--- config.mk ---
export PLATFORM = sky130hd
export DESIGN_NAME = muldiv_hilo_ctrl
export DESIGN_NICKNAME = d
export VERILOG_FILES = /design/src/rtl/muldiv_pkg.sv /design/src/rtl/hilo_regs.sv /design/src/rtl/muldiv_hilo_ctrl.sv
export SDC_FILE = /design/constraint.sdc
export NUM_CORES = 1
export LEC_CHECK = 0
export BUFFER_PORTS_ARGS = -buffer_cell sky130_fd_sc_hd__buf_2
export CAP_MARGIN = 20
export CORE_MARGIN = 2
export CORE_UTILIZATION = 48
export DETAILED_ROUTE_END_ITERATION = 16
export PLACE_DENSITY_LB_ADDON = 0.15
export SYNTH_ARGS = -nofsm -noshare
export SYNTH_HDL_FRONTEND = slang
export SYNTH_SLANG_ARGS = --single-unit
--- constraint.sdc ---
create_clock -name clk -period 2 [get_ports clk]
set_input_delay 0.2 -clock clk [delete_from_list [all_inputs] [get_ports clk]]
set_output_delay 0.2 -clock clk [all_outputs]
set_load 0.005 [all_outputs]
--- src/rtl/muldiv_pkg.sv ---
// Shared decode constants and FSM state type for the mult/div HI/LO controller.
package muldiv_pkg;

  localparam logic [5:0] F_MULT  = 6'b011000;
  localparam logic [5:0] F_MULTU = 6'b011001;
  localparam logic [5:0] F_DIV   = 6'b011010;
  localparam logic [5:0] F_DIVU  = 6'b011011;
  localparam logic [5:0] F_MFHI  = 6'b010000;
  localparam logic [5:0] F_MTHI  = 6'b010001;
  localparam logic [5:0] F_MFLO  = 6'b010010;
  localparam logic [5:0] F_MTLO  = 6'b010011;

  typedef enum logic [1:0] {
    IDLE     = 2'd0,
    MUL_BUSY = 2'd1,
    DIV_BUSY = 2'd2
  } md_state_t;

endpackage

--- src/rtl/hilo_regs.sv ---
// HI/LO architectural register pair with independent write enables and
// asynchronous active-low clear.
module hilo_regs #(
  parameter int WIDTH = 32
) (
  input  logic             clk,
  input  logic             rst_n,
  input  logic             hi_we,
  input  logic             lo_we,
  input  logic [WIDTH-1:0] hi_d,
  input  logic [WIDTH-1:0] lo_d,
  output logic [WIDTH-1:0] hi,
  output logic [WIDTH-1:0] lo
);

  logic [WIDTH-1:0] hi_r;
  logic [WIDTH-1:0] lo_r;

  // HI/LO storage update
  always_ff @(posedge clk or negedge rst_n) begin
    if (!rst_n) begin
      hi_r <= {WIDTH{1'b0}};
      lo_r <= {WIDTH{1'b0}};
    end else begin
      if (hi_we) hi_r <= hi_d;
      else       hi_r <= hi_r;
      if (lo_we) lo_r <= lo_d;
      else       lo_r <= lo_r;
    end
  end

  assign hi = hi_r;
  assign lo = lo_r;

endmodule

--- src/rtl/muldiv_hilo_ctrl.sv ---
// Sequencer for the multi-cycle Mult/Div units and owner of HI/LO.
// Optional macro HILO_FWD_EN: forward the unit result to a waiting MFHI/MFLO in the done cycle.
module muldiv_hilo_ctrl
  import muldiv_pkg::*;
#(
  parameter int WIDTH   = 32,
  parameter int LAT_MAX = 64
) (
  input  logic             clk,
  input  logic             rst_n,
  input  logic             op_valid,
  input  logic [5:0]       funct,
  input  logic [WIDTH-1:0] srca,
  input  logic [WIDTH-1:0] srcb,
  output logic             stall,
  output logic [WIDTH-1:0] mf_data,
  output logic             mul_start,
  output logic             div_start,
  output logic             md_sign,
  input  logic             mul_done,
  input  logic             div_done,
  input  logic [WIDTH-1:0] mul_hi,
  input  logic [WIDTH-1:0] mul_lo,
  input  logic [WIDTH-1:0] div_hi,
  input  logic [WIDTH-1:0] div_lo,
  output logic             busy,
  output logic             timeout
);

  localparam int CNT_W = (LAT_MAX > 2) ? $clog2(LAT_MAX) : 1;
  localparam logic [CNT_W-1:0] CNT_LAST = CNT_W'(LAT_MAX - 1);

  md_state_t        state_r;
  logic [CNT_W-1:0] cnt_r;
  logic             mul_start_r, div_start_r, md_sign_r, timeout_r;
  logic             is_mul_s, is_div_s, is_md_s, is_mf_s, is_mt_s;
  logic             busy_s, done_s, mf_hold_s, go_s, dz_s, start_s;
  logic             hi_we_s, lo_we_s;
  logic [WIDTH-1:0] hi_d_s, lo_d_s, hi_q_s, lo_q_s, hi_src_s, lo_src_s, mf_data_s;

  assign is_mul_s = (funct == F_MULT) || (funct == F_MULTU);
  assign is_div_s = (funct == F_DIV)  || (funct == F_DIVU);
  assign is_md_s  = is_mul_s || is_div_s;
  assign is_mf_s  = (funct == F_MFHI) || (funct == F_MFLO);
  assign is_mt_s  = (funct == F_MTHI) || (funct == F_MTLO);

  assign busy_s = (state_r != IDLE);
  assign done_s = ((state_r == MUL_BUSY) && mul_done) || ((state_r == DIV_BUSY) && div_done);

`ifdef HILO_FWD_EN
  assign mf_hold_s = 1'b0;
`else
  // Without forwarding a waiting MF read only sees the result once it is in HI/LO.
  assign mf_hold_s = is_mf_s;
`endif

  assign stall   = op_valid && (is_md_s || is_mf_s || is_mt_s) && busy_s && (!done_s || mf_hold_s);
  assign go_s    = op_valid && !stall;
  assign dz_s    = go_s && is_div_s && (srcb == {WIDTH{1'b0}});
  assign start_s = go_s && is_md_s && !dz_s;

  // FSM, start pulses, operand signedness and watchdog
  always_ff @(posedge clk or negedge rst_n) begin
    if (!rst_n) begin
      state_r     <= IDLE;
      cnt_r       <= {CNT_W{1'b0}};
      mul_start_r <= 1'b0;
      div_start_r <= 1'b0;
      md_sign_r   <= 1'b0;
      timeout_r   <= 1'b0;
    end else begin
      mul_start_r <= start_s && is_mul_s;
      div_start_r <= start_s && is_div_s;
      if (start_s) begin
        state_r   <= is_mul_s ? MUL_BUSY : DIV_BUSY;
        md_sign_r <= ~funct[0];
        cnt_r     <= {CNT_W{1'b0}};
      end else if (busy_s) begin
        if (done_s) begin
          state_r <= IDLE;
        end else if (cnt_r == CNT_LAST) begin
          state_r   <= IDLE;
          timeout_r <= 1'b1;
        end else begin
          cnt_r <= cnt_r + CNT_W'(1);
        end
      end else begin
        state_r <= IDLE;
      end
    end
  end

  // HI/LO write selection; a retiring MT/divide-by-zero is younger than the
  // finishing operation, so its write wins on the register it touches.
  always_comb begin
    hi_we_s = 1'b0;
    lo_we_s = 1'b0;
    hi_d_s  = (state_r == MUL_BUSY) ? mul_hi : div_hi;
    lo_d_s  = (state_r == MUL_BUSY) ? mul_lo : div_lo;
    if (done_s) begin
      hi_we_s = 1'b1;
      lo_we_s = 1'b1;
    end else begin
      hi_we_s = 1'b0;
      lo_we_s = 1'b0;
    end
    if (dz_s) begin
      hi_we_s = 1'b1;
      lo_we_s = 1'b1;
      hi_d_s  = srca;
      lo_d_s  = {WIDTH{1'b1}};
    end else if (go_s && (funct == F_MTHI)) begin
      hi_we_s = 1'b1;
      hi_d_s  = srca;
    end else if (go_s && (funct == F_MTLO)) begin
      lo_we_s = 1'b1;
      lo_d_s  = srca;
    end else begin
      hi_we_s = hi_we_s;
    end
  end

  hilo_regs #(.WIDTH(WIDTH)) u_hilo (
    .clk   (clk),
    .rst_n (rst_n),
    .hi_we (hi_we_s),
    .lo_we (lo_we_s),
    .hi_d  (hi_d_s),
    .lo_d  (lo_d_s),
    .hi    (hi_q_s),
    .lo    (lo_q_s)
  );

  // MFHI/MFLO read data
  always_comb begin
    hi_src_s  = hi_q_s;
    lo_src_s  = lo_q_s;
    mf_data_s = {WIDTH{1'b0}};
`ifdef HILO_FWD_EN
    if (done_s) begin
      hi_src_s = (state_r == MUL_BUSY) ? mul_hi : div_hi;
      lo_src_s = (state_r == MUL_BUSY) ? mul_lo : div_lo;
    end else begin
      hi_src_s = hi_q_s;
      lo_src_s = lo_q_s;
    end
`endif
    if (op_valid && is_mf_s) begin
      mf_data_s = (funct == F_MFHI) ? hi_src_s : lo_src_s;
    end else begin
      mf_data_s = {WIDTH{1'b0}};
    end
  end

  assign mf_data   = mf_data_s;
  assign mul_start = mul_start_r;
  assign div_start = div_start_r;
  assign md_sign   = md_sign_r;
  assign busy      = busy_s;
  assign timeout   = timeout_r;

endmodule
======== Word level (Yosys, flattened, before mapping) ========
Index checks and enable logic that the tools add are counted.
storage, ports and cells
  register bits after elaboration ......... 76
  bits of input ports ..................... 203
  output and inout bits ................... 38
  logic and storage cells ................. 82
cells by class
  bitwise logic cells ..................... 3
  add/sub/neg operators ................... 1
  equal/unequal tests ..................... 14
  mux-type cells .......................... 24
  reductions and logical operators ........ 32
operators with widths
  operator                                                                 number
  32-bit 2-to-1 mux                                                        9
  6-bit by 5-bit equality test with 1-bit output, second input constant    8
  32-bit logical NOT                                                       1
  6-bit 2-to-1 mux                                                         4
  1-bit logical AND                                                        15
  2-bit 2-to-1 mux                                                         5
  1-bit logical OR                                                         9
  6-bit by 1-bit adder with 6-bit output, second input constant            1
  6-bit equality test, second input constant                               1
  1-bit 2-to-1 mux                                                         6
  4-bit by 1-bit inequality test with 1-bit output, second input constant  1
  4-bit AND reduction                                                      1
  2-bit nonzero test                                                       2
  1-bit logical NOT                                                        3
  1-bit NOT                                                                3
  3-bit AND reduction                                                      1
  2-bit by 1-bit equality test with 1-bit output, second input constant    1
  2-bit equality test, second input constant                               1
  2-bit by 1-bit inequality test with 1-bit output, second input constant  1
  2-bit inequality test, second input constant                             1

======== Depth between registers and ports, before layout ========
Gate-level depths: netlist of the first run.
  depth after elaboration ................. 16
  mapped depth ............................ 7
  gate-level depth less buffers ........... 5

======== Modules after synthesis ========
Synthesis of the first run repeated with hierarchy kept, for this count alone.
second synthesis, totals
  cells, all modules ...................... 441
  area total of the unflattened synthesis .. 5632.9 sq um
modules (own cells, without submodules)
  module            area each (sq um)  times used  seq. area each (sq um)  cells an instance
  muldiv_hilo_ctrl  2942.8             1           300.3                   305
  hilo_regs         2690.1             1           1601.5                  136

======== Worst setup path after synthesis of the first run ========
No wires, ideal clock.
  path type ............................... register to register
  start point ............................. reg state_r[1]
  end point ............................... reg u_hilo.hi_r[10], in the netlist u_hilo.hi[10]
  buffers on the path ..................... 2
  period minus slack after synthesis ...... 1.757 ns
  setup time .............................. 0.125 ns
  data required time ...................... 1.875 ns
  arrival ................................. 1.632 ns
  slack ................................... 0.243 ns
  cell stages (with the launch flop) ...... 8
  cells stage by stage .................... dfrtp_1 > buf_2 > and3b_1 > a21oi_2 > o2bb2ai_4 > nand3_4 > buf_6 > mux2_4
on the way
  cells in the longest elaborated chain, start to end .. 11
  elaborated cells on any way between the ends .. 21
  classes of those cells .................. eq/ne (2); mux (6); reduce/logical (13)
ends and longest elaborated chain
  item                                                                                          RTL line                                         RTL
  start: declaration                                                                            muldiv_hilo_ctrl.sv:33                           md_state_t state_r;
  start signal: assignment                                                                      muldiv_hilo_ctrl.sv:75                           state_r <= is_mul_s ? MUL_BUSY : DIV_BUSY;
  2-bit by 1-bit equality test with 1-bit output / 2-bit equality test (equally long branches)  muldiv_hilo_ctrl.sv:48, muldiv_hilo_ctrl.sv:98
  1-bit logical AND                                                                             muldiv_hilo_ctrl.sv:48                           assign done_s = ((state_r == MUL_BUSY) && mul_done) || ((state_r == DIV_BUSY) && div_done);
  1-bit logical OR                                                                              muldiv_hilo_ctrl.sv:48
  1-bit logical NOT                                                                             muldiv_hilo_ctrl.sv:57                           assign stall = op_valid && (is_md_s || is_mf_s || is_mt_s) && busy_s && (!done_s || mf_hold_s);
  1-bit logical OR                                                                              muldiv_hilo_ctrl.sv:57
  1-bit logical AND                                                                             muldiv_hilo_ctrl.sv:57
  1-bit logical NOT                                                                             muldiv_hilo_ctrl.sv:58                           assign go_s = op_valid && !stall;
  1-bit logical AND                                                                             muldiv_hilo_ctrl.sv:58
  1-bit logical AND (on tied branches)                                                          muldiv_hilo_ctrl.sv:112, muldiv_hilo_ctrl.sv:59
  32-bit 2-to-1 mux (tied with other cells)                                                     muldiv_hilo_ctrl.sv:112                          end else if (go_s && (funct == F_MTHI)) begin
  32-bit 2-to-1 mux / 1-bit 2-to-1 mux (equally long branches)                                  muldiv_hilo_ctrl.sv:107                          if (dz_s) begin
  end signal: assignment                                                                        hilo_regs.sv:22                                  hi_r <= {WIDTH{1'b0}};
  end signal: assignment                                                                        hilo_regs.sv:25                                  if (hi_we) hi_r <= hi_d;
  end signal: assignment                                                                        hilo_regs.sv:26                                  else hi_r <= hi_r;
  end: declaration                                                                              hilo_regs.sv:16                                  logic [WIDTH-1:0] hi_r;
Several ways; a longest one is shown, not always the timed one.
A chain may end at the register's enable or synchronous reset.

======== Final worst setup path of the first run ========
  start point ............................. reg state_r[1]
  end point ............................... out stall
on the way
  cells in the longest elaborated chain, start to end .. 6
  elaborated cells on any way between the ends .. 10
  classes of those cells .................. eq/ne (2); reduce/logical (8)
ends and longest elaborated chain
  item                                                                                          RTL line                RTL
  2-bit by 1-bit equality test with 1-bit output / 2-bit equality test (equally long branches)  muldiv_hilo_ctrl.sv:48
  1-bit logical AND                                                                             muldiv_hilo_ctrl.sv:48
  1-bit logical OR                                                                              muldiv_hilo_ctrl.sv:48
  1-bit logical NOT                                                                             muldiv_hilo_ctrl.sv:57
  1-bit logical OR                                                                              muldiv_hilo_ctrl.sv:57
  1-bit logical AND (*)                                                                         muldiv_hilo_ctrl.sv:57
  end: declaration                                                                              muldiv_hilo_ctrl.sv:15  output logic stall,
Mark *: on every way between the ends. The rest lies on a longest branch, timed or not.

==> results.ini, run 1 <==
[power]
seq_power_share=0.498
leakage_nw=3.790
p_total_mw=4.201
power.share.combinational=0.270
p_int_mw=2.998
clockPowerShare=0.232
power_switching_share=0.2863
power.density_cell_area_mw_per_mm2=587.9
vdd.ir_drop.worst_v=0.0002842
power.net_switching_mw=1.203

[critical_path]
critical_path.max_stage_delay_ps=470
cp_num_buf_inv=2
critical_path_class=reg2out
end_kind=primary output
path_max_fanout=13
critPathArrivalTime_ps=1720
cp.required_ps=1800
worstPathCellList=and3b_1 > a21oi_4 > buf_12 > o211a_1 > buf_2
critical-path-top-delay-family=flip-flops
cpMaxStageDelayCell=sky130_fd_sc_hd__dfrtp_2
critical_path.startpoint_type=register

[placement]
detailed_place.area_mm2=0.006858
portBuffers=240
finalWeightedCongestion=0.8225
place_ws_ps=12.16
place.detailed.hpwl_mm=11.86

[routing]
routed_wire_length_per_instance_um=18.39
num_vias=5228
drtIter0Drc=217
routed_wirelength_mm=17.08
firstDrtPassIters=4
post_drt_via_cell_ratio=5.628
drt.antenna.violating_nets=0
route.detailed.drc=0

[clock_tree]
htree_levels=3
tritoncts=yes
clk_transition_reported_paths_ps=70
clock_tree.buffer_depth=2
insertion_delay_ps=340
clkSinkCount=76
cts_inserted_buffers=9
clockRootBuffer=sky130_fd_sc_hd__clkbuf_8

[timing]
final.setup.worst_slack_ps=76.65
worst_slew_margin_rel=0.6768
finalCritPeriodShare=0.9617
finalSetupTns_ps=0
timing_hold_violations_final=0
timing.fmax_mhz=519.9
tightestPinTransition_ps=484.8
report.final.setup_viol=0
clock_skew_ps=5.563
min_period_ps=1923
final_max_slew_viol_count=0

[layout]
finalInstanceArea_mm2=0.007146
area_delta_synth_final_pct=33.03
most_frequent_cells_in_the_layout=sky130_fd_sc_hd__buf_2, sky130_fd_sc_hd__dfrtp_1, sky130_fd_sc_hd__o21ai_0
layout-drive-gt1-share=0.4569
layout.nets=991
postLayoutCoreUtil=0.6563
most_common_cell_after_layout_fill_and_taps_aside=sky130_fd_sc_hd__buf_2

[grt]
grt_start_max_net_pins=49
grtUsageTotal=0.2817
grt_antenna_before_repair=1
grt_pass1_vias=5345
grt_first_pass_wirelength_mm=26.07
globalRouteOverflowTotal=0

[synthesis]
yosysUniqueCellTypes=48
synth-async-reset-ratio=1.000
synth_area_per_cell_um2=9.784
synth_edf_count=0
yosys.area.top_type=sky130_fd_sc_hd__dfrtp_1
netlist_area_mm2=0.005371
synth_top_cell_area_share=0.3541
synth_fp_nets=753
yosys_most_used_dff=sky130_fd_sc_hd__dfrtp_1
netlist_top_cells_area=sky130_fd_sc_hd__dfrtp_1, sky130_fd_sc_hd__mux2i_1, sky130_fd_sc_hd__mux2_4
ys_seq_elements=76
syn-instance-count=549
synth_warnings=0
synth_sequential_area_ratio=0.3541

[die]
die_w_um=109.8
initial_core_util=0.4933
num_ports=241
design.die.area_mm2=0.01205
placeableCoreArea_mm2=0.01089
row_count=38
die_y_um=109.8

[status]
outcome=finished clean

[worst_hold_path]
timing.hold.worst.class=in2reg

[flow_run]
cap_violations=0

==> layer usage <==
layer,vias to the layer above,global-route usage,part of all wire
met5,-,0,0
met4,0,0.09403,0.015
met3,25,0.03616,0.086
met2,253,0.5079,0.50
met1,2475,0.3452,0.40
li1,2475,-,-
==> Yosys cell counts (2+ instances only) <==
library cell and number:
sky130_fd_sc_hd__nor4b_1 3, sky130_fd_sc_hd__clkbuf_1 24, sky130_fd_sc_hd__o21ai_0 68, sky130_fd_sc_hd__o2bb2ai_1 32, sky130_fd_sc_hd__nor3_1 2, sky130_fd_sc_hd__buf_6 3
sky130_fd_sc_hd__and2_1 2, sky130_fd_sc_hd__nand3_1 3, sky130_fd_sc_hd__buf_4 3, sky130_fd_sc_hd__inv_1 5, sky130_fd_sc_hd__a21oi_1 32, sky130_fd_sc_hd__nor2_1 41
sky130_fd_sc_hd__nor4_1 7, sky130_fd_sc_hd__mux2_4 30, sky130_fd_sc_hd__mux2_2 34, sky130_fd_sc_hd__o21ai_1 2, sky130_fd_sc_hd__and3_1 2, sky130_fd_sc_hd__buf_1 3
sky130_fd_sc_hd__mux2i_1 64, sky130_fd_sc_hd__a21o_1 34, sky130_fd_sc_hd__buf_2 14, sky130_fd_sc_hd__xnor2_1 3, sky130_fd_sc_hd__dfrtp_1 76, sky130_fd_sc_hd__nand2_1 37
sky130_fd_sc_hd__nand4_1 2
==> cells by family (layout without fill, tap and decap cells) <==
logic type	Yosys count	in the layout	synth area share
flops	76	76	0.3541
compound gates	177	177	0.2143
buf+inv	52	291	0.04589
simple gates	112	112	0.1041
other cells	0	1	0
mux	128	128	0.2744
xor+xnor	3	3	0.004893
fa+ha+maj	1	1	0.002329
==> final timing paths <==
kind                             from       endpoint  slack [ps]  depth (start not counted)
max                        state_r[1]          stall          80                          5
min                          srca[31]  u_hilo.hi[31]         100                          2
max reg2reg                state_r[1]  u_hilo.hi[27]          90                          5
min reg2reg                   timeout        timeout         480                          1
max in group asynchronous       rst_n     state_r[1]        1020                          3
min in group asynchronous       rst_n  u_hilo.lo[24]         350                          2
==> state kept, by name (all words and copies together) (netlist names) <==
| register | cells |
|---|---|
| div_start | 1 |
| mul_start | 1 |
| cnt_r | 6 |
| state_r | 2 |
| u_hilo.hi | 32 |
| timeout | 1 |
| u_hilo.lo | 32 |
| md_sign | 1 |
==> what timing repair did <==
action,in CTS,in global routing
gates resized for setup,0,3
pin swaps,0,1
gates cloned,2,1
buffers inserted,1,2
setup endpoints to repair,1,11
hold buffers,1,0
endpoints found under the hold margin,35,0
==> power groups by stage <==
stage | clock (mW) | combinational, mW | sequential, mW
after CTS | 0.996 | 1.14 | 2.09
after global routing | 1.04 | 1.28 | 2.13
after floorplan | 0 | 0.726 | 2.05
after global placement | 0 | 1.09 | 2.10
after detailed placement | 0 | 1.13 | 2.11
final | 0.973 | 1.14 | 2.09
==> area by class of cell <==
type	count	area [µm²]
clock buffers	12	145.1
well taps	140	175.2
fillers	950	3742
diodes	1	2.502
repair buffers	274	1654
inverters	5	18.77
multi-input cells	421	3247
flip-flops and latches	76	1903
==> metrics by stage <==
step | std cells | hold WS, ps
after floorplan | 549 | -95.59
after global placement | 909 | 185.5
after detailed placement | 909 | 187.3
after CTS | 925 | 83.76
after global routing | 928 | 91.60
final | 929 | 101.5
Note: power is estimated with default switching activity, not from simulation.
==> run 2, diff against run 1 <==
--- a/config.mk
+++ b/config.mk
@@ -7,7 +7,7 @@
 export LEC_CHECK = 0
 export BUFFER_PORTS_ARGS = -buffer_cell sky130_fd_sc_hd__buf_2
 export CAP_MARGIN = 20
-export CORE_MARGIN = 2
+export CORE_MARGIN = 3
 export CORE_UTILIZATION = 48
 export DETAILED_ROUTE_END_ITERATION = 16
 export PLACE_DENSITY_LB_ADDON = 0.15
==> run 2 against run 1 <==
Net effect: wire length shrank 2.3%; clock power rose by 26%; non-clock buffer count decreased by 6; clock-buffer cell count decreased by 2; maximum frequency rose by 0.76%; critical endpoint is now u_hilo.hi[16].
==> results.ini, run 2 (same netlist as run 1, synthesis figures left out) <==
[status]
outcome=finished clean

[timing]
report.final.setup_viol=0
rsz0062_at_grt=no
finalSetupTns_ps=0
worst_slew_margin_rel=0.6043
finalCritPeriodShare=0.9545
timing_hold_violations_final=0
tightestPinTransition_ps=593.5
min_period_ps=1909
final_max_slew_viol_count=0
timing.fmax_mhz=523.9
clock_skew_ps=13.53

[routing]
routed_wire_length_per_instance_um=18.11
routed_wirelength_mm=16.70
post_drt_via_cell_ratio=5.641
num_vias=5201
firstDrtPassIters=5
route.detailed.drc=0
drtIter0Drc=229
drt.antenna.violating_nets=0

[die]
die_y_um=111.8
initial_core_util=0.5067
design.die.area_mm2=0.01250
row_count=37
num_ports=241
die_w_um=111.8
placeableCoreArea_mm2=0.01060

[power]
vdd.ir_drop.worst_v=0.0003439
power.density_cell_area_mw_per_mm2=625.5
power.net_switching_mw=1.288
leakage_nw=3.758
p_total_mw=4.443
clockPowerShare=0.277
power.share.combinational=0.252
power_switching_share=0.2898
p_int_mw=3.156
seq_power_share=0.471

[clock_tree]
htree_levels=3
clock_tree.buffer_depth=2
clockRootBuffer=sky130_fd_sc_hd__clkbuf_8
clk_transition_reported_paths_ps=90
clkSinkCount=76
tritoncts=yes
cts_inserted_buffers=9
insertion_delay_ps=340

[layout]
multiInputGateArea_mm2=0.003247
antenna_diode_instance_count=0
layout.nets=985
layout-drive-gt1-share=0.4593
most_frequent_cells_in_the_layout=sky130_fd_sc_hd__buf_2, sky130_fd_sc_hd__dfrtp_1, sky130_fd_sc_hd__o21ai_0
fill_cell_count=902
most_common_cell_after_layout_fill_and_taps_aside=sky130_fd_sc_hd__buf_2
register_area_mm2=0.001904
area_delta_synth_final_pct=32.24

[critical_path]
worstPathCellList=and3b_1 > a21oi_4 > buf_4 > o2bb2ai_4 > nand3_4 > buf_12 > mux2_4
critical_path_class=reg2reg
critical_path.startpoint_type=register
path_max_fanout=22
cp.required_ps=2220
critPathArrivalTime_ps=2130
cpMaxStageDelayCell=sky130_fd_sc_hd__dfrtp_2
critical_path.max_stage_delay_ps=500
end_kind=register

[placement]
portBuffers=240
place.detailed.hpwl_mm=11.74
finalWeightedCongestion=0.9238

[grt]
grt_antenna_before_repair=0
grt_pass1_vias=5482
grt_first_pass_wirelength_mm=27.19
grtUsageTotal=0.2642
globalRouteOverflowTotal=0
grt_start_max_net_pins=45

[flow_run]
cap_violations=0

[worst_hold_path]
timing.hold.worst.class=in2reg

==> run 2: metal layers <==
layer | up-vias | global-route usage | share of wire
met5 | - | 0 | 0
met4 | 0 | 0.08759 | 0.013
met3 | 24 | 0.05489 | 0.072
met2 | 216 | 0.4604 | 0.51
met1 | 2491 | 0.3256 | 0.41
li1 | 2470 | - | -
==> run 2: power groups by stage <==
stage               registers [mW]  clock network (mW)  logic (mW)
floorplan                     2.05                   0       0.726
global placement              2.09                   0        1.06
detailed placement            2.11                   0        1.11
CTS                           2.09                1.24        1.12
global route                  2.14                1.33        1.26
finish                        2.09                1.23        1.12
==> run 2: per-stage QoR <==
stage	utilization	setup WS, ps	instances	area [µm²]	hold slack, ps
detailed placement	0.6407	95.33	902	6793	238.5
floorplan	-	242.5	549	5371	-95.59
global route	0.6700	20.48	922	7103	81.21
global placement	0.6407	161.6	902	6793	236.6
finish	0.6700	91.09	922	7103	106.0
CTS	0.6684	58.72	922	7086	87.64
==> run 2: final timing paths <==
path	startpoint	endpoint	slack, ps	cells past startpoint
min reg2reg	timeout	timeout	490	1
max	state_r[1]	u_hilo.hi[16]	90	7
min	srca[5]	u_hilo.hi[5]	110	2
min in group asynchronous	rst_n	u_hilo.hi[18]	400	2
max in group asynchronous	rst_n	u_hilo.lo[20]	1010	3
max reg2reg	state_r[1]	u_hilo.hi[16]	90	7
==> run 2: final cells by class <==
cell class	count	area share
clock buffer	10	0.01938
clock inverter	6	0.01004
inverter	5	0.002642
multi-input combinational	421	0.4571
sequential	76	0.2681
tap	136	0.02396
timing repair buffer	268	0.2188
==> run 2: critical path, delay by kind of cell, from the launching register on <==
family	cells	cell delay, ps
buffers and inverters	2	400
AO/OA/AOI/OAI	2	230
flip-flops	1	500
multiplexers	1	310
AND/OR/NAND/NOR	2	340
==> run 2: timing repair <==
action                                  in CTS  in global routing
gates cloned                                 2                  0
setup buffers                                1                  0
hold buffers                                 1                  0
pin swaps                                    0                  0
hold endpoints to repair                    43                  0
resized for setup                            1                  3
endpoints found under the setup margin       1                 14
==> run 3, diff against run 2 <==
--- a/config.mk
+++ b/config.mk
@@ -11,6 +11,7 @@
 export CORE_UTILIZATION = 48
 export DETAILED_ROUTE_END_ITERATION = 16
 export PLACE_DENSITY_LB_ADDON = 0.15
+export REMOVE_ABC_BUFFERS = 1
 export SYNTH_ARGS = -nofsm -noshare
 export SYNTH_HDL_FRONTEND = slang
 export SYNTH_SLANG_ARGS = --single-unit
==> run 3 against run 2 <==
Net effect: cell area grew 1.1%; flip-flop and latch count unchanged; non-clock buffer count up 12; clock-buffer cell count is 1 lower; global-route usage grew 0.27 points; register-to-register slack lost 20 ps; clock skew shrank 3.4 ps; total power increased by 3.4%; sequential share of layout area is 0.34 points lower; utilization is 0.77 points higher; highest routed layer unchanged.
==> results.ini, run 3 (same netlist as run 1, synthesis figures left out) <==
[status]
outcome=finished clean

[timing]
report.final.setup_viol=0
tightestPinTransition_ps=601.9
min_period_ps=1924
clock_skew_ps=10.13
timing_hold_violations_final=0
final.setup.worst_slack_ps=75.53
worst_slew_margin_rel=0.5987
rsz0062_at_grt=no
final_max_slew_viol_count=0
finalCritPeriodShare=0.9622
timing.fmax_mhz=519.6

[die]
die_y_um=111.8
die_w_um=111.8
placeableCoreArea_mm2=0.01060
design.die.area_mm2=0.01250
num_ports=241
row_count=37
initial_core_util=0.5067

[grt]
globalRouteOverflowTotal=0
grtUsageTotal=0.2668
grt_first_pass_wirelength_mm=27.68
grt_start_max_net_pins=45
grt_pass1_vias=5701
grt_antenna_before_repair=0

[routing]
route.detailed.drc=0
firstDrtPassIters=5
num_vias=5333
drtIter0Drc=368
routed_wire_length_per_instance_um=18.38
drt.antenna.violating_nets=0
routed_wirelength_mm=17.17
post_drt_via_cell_ratio=5.710

[layout]
fill_cell_count=870
antenna_diode_instance_count=0
finalInstanceArea_mm2=0.007184
multiInputGateArea_mm2=0.003236
layout.nets=997
most_common_cell_after_layout_fill_and_taps_aside=sky130_fd_sc_hd__buf_2
layout-drive-gt1-share=0.4674
register_area_mm2=0.001902
most_frequent_cells_in_the_layout=sky130_fd_sc_hd__buf_2, sky130_fd_sc_hd__dfrtp_1, sky130_fd_sc_hd__o21ai_0
finalNonFillerCells=934
area_delta_synth_final_pct=33.75

[worst_hold_path]
timing.hold.worst.class=in2reg

[clock_tree]
clock_tree.buffer_depth=2
tritoncts=yes
insertion_delay_ps=340
clk_transition_reported_paths_ps=100
clkSinkCount=76
cts_inserted_buffers=9
htree_levels=3
clockRootBuffer=sky130_fd_sc_hd__clkbuf_8

[placement]
finalWeightedCongestion=0.8952
place.detailed.hpwl_mm=12.53
portBuffers=240
detailed_place.area_mm2=0.006844
post-place-cells=912
place_ws_ps=-16.39

[power]
vdd.ir_drop.worst_v=0.0004455
leakage_nw=3.803
p_total_mw=4.595
power.density_cell_area_mw_per_mm2=639.5

[critical_path]
cp.required_ps=1800
critical_path.startpoint_type=register
critical_path_class=reg2out
critPathArrivalTime_ps=1720
path_max_fanout=17
end_kind=primary output

[flow_run]
cap_violations=0

[run 3: path summary, 6_finish.rpt]
path | depth (start not counted) | endpoint | slack [ps] | start
setup / recovery | 5 | stall | 80 | state_r[1]
hold reg to reg | 1 | timeout | 520 | timeout
hold / removal | 2 | u_hilo.hi[22] | 100 | srca[22]
min in group asynchronous | 2 | u_hilo.hi[15] | 410 | rst_n
setup reg to reg | 6 | u_hilo.hi[3] | 80 | state_r[1]
max in group asynchronous | 3 | u_hilo.lo[9] | 980 | rst_n
[run 3: area by class of cell]
cell class,count,area share
clock buffers,9,0.01724
clock inverters,7,0.01463
inverters,5,0.002612
multi-input cells,421,0.4504
flip-flops and latches,76,0.2647
well taps,136,0.02369
repair buffers,280,0.2267
[run 3: metrics by stage]
stage	hold slack (ps)	setup TNS [ps]	utilization
finish	102.9	0	0.6777
global route	90.47	0	0.6777
CTS	90.73	0	0.6688
detailed placement	247.0	-63.88	0.6456
global placement	249.2	-31.72	0.6456
floorplan	-95.59	-109560	-
[run 3: critical path: stages (launching register included)]
cell	delay (ps)
sky130_fd_sc_hd__dfrtp_1	430
sky130_fd_sc_hd__and3b_1	230
sky130_fd_sc_hd__a21oi_4	250
sky130_fd_sc_hd__buf_12	190
sky130_fd_sc_hd__o211a_1	170
sky130_fd_sc_hd__buf_2	110
[run 3: power breakdown]
part | internal [mW] | switching [mW] | leakage [nW]
combinational | 0.644 | 0.491 | 2.73
sequential | 1.89 | 0.197 | 0.962
clock | 0.726 | 0.645 | 0.113
[run 3: routing by layer]
| metal | up-vias | GRT usage | share of wire |
|---|---|---|---|
| met2 | 265 | 0.4728 | 0.50 |
| met1 | 2542 | 0.3306 | 0.41 |
| met3 | 27 | 0.04565 | 0.074 |
| li1 | 2499 | - | - |
| met5 | - | 0 | 0 |
| met4 | 0 | 0.08273 | 0.018 |
[run 3: timing repair]
item / 4_1_cts / 5_1_grt
hold buffers: 1 / 0
gates cloned: 0 / 2
endpoints found under the setup margin: 1 / 2
buffers inserted: 0 / 3
endpoints found under the hold margin: 43 / 0
pin swaps: 0 / 1
resized for setup: 2 / 2
